[config.mk]
export PLATFORM = sky130hd
export DESIGN_NAME = inst_buffer
export DESIGN_NICKNAME = d
export VERILOG_FILES = /design/src/rtl/inst_buffer.sv
export SDC_FILE = /design/constraint.sdc
export NUM_CORES = 1
export LEC_CHECK = 0
export CAP_MARGIN = 20
export CORE_UTILIZATION = 47
export DETAILED_ROUTE_END_ITERATION = 6
export PLACE_DENSITY = 0.72
export SLEW_MARGIN = 20
export SYNTH_ARGS = -nofsm -noshare
export SYNTH_HDL_FRONTEND = slang
export SYNTH_SLANG_ARGS = --single-unit
[constraint.sdc]
create_clock -name clk -period 7.7 [get_ports clk]
set_input_delay 0.77 -clock clk [delete_from_list [all_inputs] [get_ports clk]]
set_output_delay 0.77 -clock clk [all_outputs]
set_load 0.01 [all_outputs]
[src/rtl/inst_buffer.sv]
// Instruction buffer between fetch and decode: a circular queue that accepts up
// to FETCH_WIDTH instructions per cycle and presents up to ISSUE_WIDTH to decode.
module inst_buffer #(
   parameter int DEPTH       = 8,
   parameter int FETCH_WIDTH = 2,
   parameter int ISSUE_WIDTH = 2
) (
   input  logic                         clk,
   input  logic                         rst,
   input  logic                         flush_i,
   input  logic [FETCH_WIDTH-1:0]       fetch_valid_i,
   input  logic [FETCH_WIDTH*32-1:0]    fetch_pc_i,
   input  logic [FETCH_WIDTH*32-1:0]    fetch_inst_i,
   output logic                         fetch_ready_o,
   output logic [ISSUE_WIDTH-1:0]       issue_valid_o,
   output logic [ISSUE_WIDTH*32-1:0]    issue_pc_o,
   output logic [ISSUE_WIDTH*32-1:0]    issue_inst_o,
   input  logic [ISSUE_WIDTH-1:0]       issue_ack_i,
   output logic [$clog2(DEPTH):0]       count_o
);

   localparam int PW = $clog2(DEPTH);
   localparam int CW = PW + 1;
   localparam logic [CW-1:0] DEPTH_C = CW'(DEPTH);
   localparam logic [CW-1:0] FW_C    = CW'(FETCH_WIDTH);

   logic [31:0]   pc_mem   [DEPTH];
   logic [31:0]   inst_mem [DEPTH];
   logic [PW-1:0] head;
   logic [PW-1:0] tail;
   logic [CW-1:0] count;
   logic [CW-1:0] push_n;
   logic [CW-1:0] pop_n;

   // Handshake: a lane/slot transfers at the rising edge when its valid is high,
   // the other side accepts it (fetch_ready_o / issue_ack_i), and every lower lane
   // or slot also transfers; fetch_ready_o depends only on registered occupancy.
   assign fetch_ready_o = (DEPTH_C - count) >= FW_C;
   assign count_o       = count;

   always_comb begin
      logic run;
      push_n = '0;
      run    = 1'b1;
      for (int i = 0; i < FETCH_WIDTH; i++) begin
         if (run && fetch_valid_i[i]) push_n = push_n + CW'(1);
         else                         run    = 1'b0;
      end
      if (!fetch_ready_o || flush_i) push_n = '0;
   end

   always_comb begin
      logic [PW-1:0] rd_idx;
      rd_idx        = '0;
      issue_valid_o = '0;
      issue_pc_o    = '0;
      issue_inst_o  = '0;
      for (int k = 0; k < ISSUE_WIDTH; k++) begin
         rd_idx = head + PW'(k);
         if (count > CW'(k)) begin
            issue_valid_o[k]       = 1'b1;
            issue_pc_o[32*k +: 32]   = pc_mem[rd_idx];
            issue_inst_o[32*k +: 32] = inst_mem[rd_idx];
         end
      end
   end

   always_comb begin
      logic run;
      pop_n = '0;
      run   = 1'b1;
      for (int k = 0; k < ISSUE_WIDTH; k++) begin
         if (run && issue_ack_i[k] && issue_valid_o[k]) pop_n = pop_n + CW'(1);
         else                                            run   = 1'b0;
      end
      if (flush_i) pop_n = '0;
   end

   // Storage is not reset; only the pointers and occupancy define what is live.
   always_ff @(posedge clk) begin
      for (int i = 0; i < FETCH_WIDTH; i++) begin
         if (CW'(i) < push_n) begin
            pc_mem[tail + PW'(i)]   <= fetch_pc_i[32*i +: 32];
            inst_mem[tail + PW'(i)] <= fetch_inst_i[32*i +: 32];
         end
      end
   end

   always_ff @(posedge clk or posedge rst) begin
      if (rst) begin
         head  <= '0;
         tail  <= '0;
         count <= '0;
      end else if (flush_i) begin
         head  <= '0;
         tail  <= '0;
         count <= '0;
      end else begin
         head  <= head + pop_n[PW-1:0];
         tail  <= tail + push_n[PW-1:0];
         count <= count + push_n - pop_n;
      end
   end

endmodule

==> flow_summary.json <==
{
  "outcome": "finished clean",
  "synth_edf_count": 512,
  "grt_antenna_before_repair": 9,
  "netlist_top_cells_count": "512 x edfxtp_1, 496 x mux2_2, 256 x mux4_2",
  "htreeDepth": 2,
  "clk_latency_ns": 0.63,
  "timing.rr.end": "pc_mem[1][29]",
  "ys_seq_area_share_pct": 51.1,
  "io_pins": 270,
  "avgRoutedWirePerCell_um": 29.0,
  "drv_slew": 0,
  "comb_power_share_pct": 45.6,
  "fp.coreArea_mm2": 0.0643,
  "reg2reg_slack_ns": 3.48,
  "switching_share_pct": 34.1,
  "switching_power_mw": 3.82,
  "endpoint": "issue_pc_o[19]",
  "grt_pass1_wl_um": 129000,
  "rr_startpoint": "tail[0]",
  "synth.area.top_cells": "edfxtp_1 50%, mux4_2 19%, mux2_2 18%",
  "min_period_over_period_pct": 66.2,
  "worstSetupStartpoint": "head[0]",
  "start_util_pct": 47.5,
  "synth_top_area_cell": "edfxtp_1",
  "reg2regPathDepth": 5,
  "cts_tree": "done",
  "min_path_type": "in -> async",
  "wirelength_um": 86700,
  "die_w_um": 257,
  "portBuffers": 269,
  "drive_above_1_share_pct": 42.4,
  "p_int_mw": 7.38,
  "leakage_nw": 11.4,
  "fmax_mhz": 196,
  "worst_setup_path_end_kind": "output port",
  "cts_hold_buf": 0,
  "rows": 93,
  "die_y_um": 257,
  "setup_slack_ns": 2.61,
  "gp_congestion": 0.802,
  "grt-ovfl-total": 0,
  "syn_area_per_cell_um2": 16.4,
  "required_ns": 6.93,
  "post-place-ws_ns": 2.86,
  "cts_setup_buffers": 0,
  "ctsResizeCount": 0,
  "clkPwrFrac_pct": 23.0,
  "cts-root-buf": "clkbuf_16",
  "finalNetCount": 2239,
  "criticalPathCategory": "reg -> out",
  "yosysMostFrequentCell": "edfxtp_1",
  "drc": 0,
  "clk_pin_slew_ns": 0.06,
  "die_area_mm2": 0.0660,
  "syn_to_final_growth_pct": 17.1,
  "cts_buffers": 57,
  "syn_inst": 1864,
  "hpwlAfterDp_um": 49300,
  "cts.sinks": 522,
  "worstMarginPinSlew_ns": 1.05,
  "dr.pass1.iters": 5,
  "powerDensity_mw_per_mm2": 313,
  "finalSetupViolCount": 0,
  "grt_max_degree": 154,
  "yosys_warnings": 0,
  "synth_nets": 2017,
  "fillers": 5031,
  "async_flop_share_pct": 1.92,
  "drt-vias-per-instance": 6.36,
  "cp_max_fo": 89,
  "synth_seq_cells": 522,
  "clk_path_buf_depth": 3,
  "syn-cell-area_mm2": 0.0306,
  "relSlewSlack_pct": 29.9,
  "first_global_vias": 20198,
  "rsz0062_at_grt": "false",
  "ant_nets": 0,
  "synth_cell_type_count": 40,
  "worst_setup_path_start_kind": "flop",
  "cap_violations": 0,
  "fin_crit_ns": 5.09,
  "drt_iter0_markers": 1953,
  "grtUsageTotal_pct": 26.2,
  "seqPwrFrac_pct": 31.4,
  "timing_hold_violations_final": 0,
  "finalSetupTns_ns": 0,
  "ir_drop_uv": 274,
  "via_count": 19012,
  "arrival_ns": 4.32,
  "ys.flop_type": "edfxtp_1",
  "hold_slack_ns": 0.454,
  "clock_skew_ns": 0.0264,
  "synth_top_area_share_pct": 50.3
}
==> kinds of logic after synthesis <==
family,synth area share [%]
flops,51.1
buf+inv,3.20
simple gates,3.06
compound gates,1.59
xor+xnor,0.229
mux,39.9
fa+ha+maj,0.835
==> cell type report <==
class | instances | area, um^2 | area share (%)
clock inverter | 30 | 213 | 0.595
tap | 855 | 1070 | 2.99
inverter | 14 | 52.6 | 0.147
antenna | 4 | 10.0 | 0.0280
clock buffer | 72 | 1500 | 4.20
timing repair buffer | 314 | 3090 | 8.64
sequential | 522 | 15600 | 43.7
multi-input combinational | 1177 | 14200 | 39.7
==> through the flow <==
step                total power [mW]  std cells  utilization (%)  area, um^2
floorplan                       6.50       1864                -       30600
global placement                8.59       2878             52.8       34000
detailed placement              8.66       2879             52.8       34000
CTS                             11.2       2981             55.5       35700
global route                    11.7       2988             55.6       35800
finish                          11.2       2988             55.6       35800
==> layout by cell type, fill, tap and decap left out, types with 13 or more instances in the layout <==
master           instances
edfxtp_1               512
mux2_2                 496
clkdlybuf4s50_1        269
mux4_2                 256
nand2_1                130
nor2_1                  72
a21oi_1                 65
mux2i_1                 64
clkbuf_16               58
buf_4                   39
clkinv_1                17
inv_1                   14
clkbuf_1                14
ha_1                    13
==> per-layer routing <==
metal | global-route usage, % | part of all wire, % | routed length [um] | vias up
li1 | - | - | - | 8002
met1 | 35.2 | 40 | 35000 | 10045
met2 | 43.4 | 49 | 42700 | 840
met3 | 5.18 | 8.1 | 7050 | 115
met4 | 7.52 | 2.2 | 1900 | 10
met5 | 0 | 0.066 | 57 | -
==> worst max-delay path, stage by stage (launching register included) <==
cell,delay (ns)
dfrtp_4,0.44
buf_12,0.40
buf_16,0.42
buf_4,0.85
mux4_2,0.61
mux2i_1,0.25
nor2_1,0.07
clkdlybuf4s50_1,0.49
==> registers in the layout, indices dropped and copies added, names as in the netlist <==
register and flops:
inst_mem 256, tail 3, head 3, pc_mem 256
count_o 4
==> how the worst min path moves through the flow <==
stage               cells past startpoint  startpoint  slack, ns          to
floorplan                               1         rst       0.61  count_o[0]
global placement                        2     tail[2]       0.66     tail[2]
detailed placement                      2     tail[2]       0.70     tail[2]
CTS                                     2         rst       0.45  count_o[0]
global route                            2         rst       0.48     head[0]
finish                                  2         rst       0.45     head[0]
==> power by group through the flow <==
stage                     Clock, mW  Sequential, mW  Combinational [mW]
after global routing           2.70            3.54                5.42
after CTS                      2.61            3.52                5.12
after global placement            0            3.56                5.04
final                          2.58            3.52                5.10
after detailed placement          0            3.57                5.09
after floorplan                   0            3.54                2.95
Note: power is estimated with default switching activity, not from simulation.
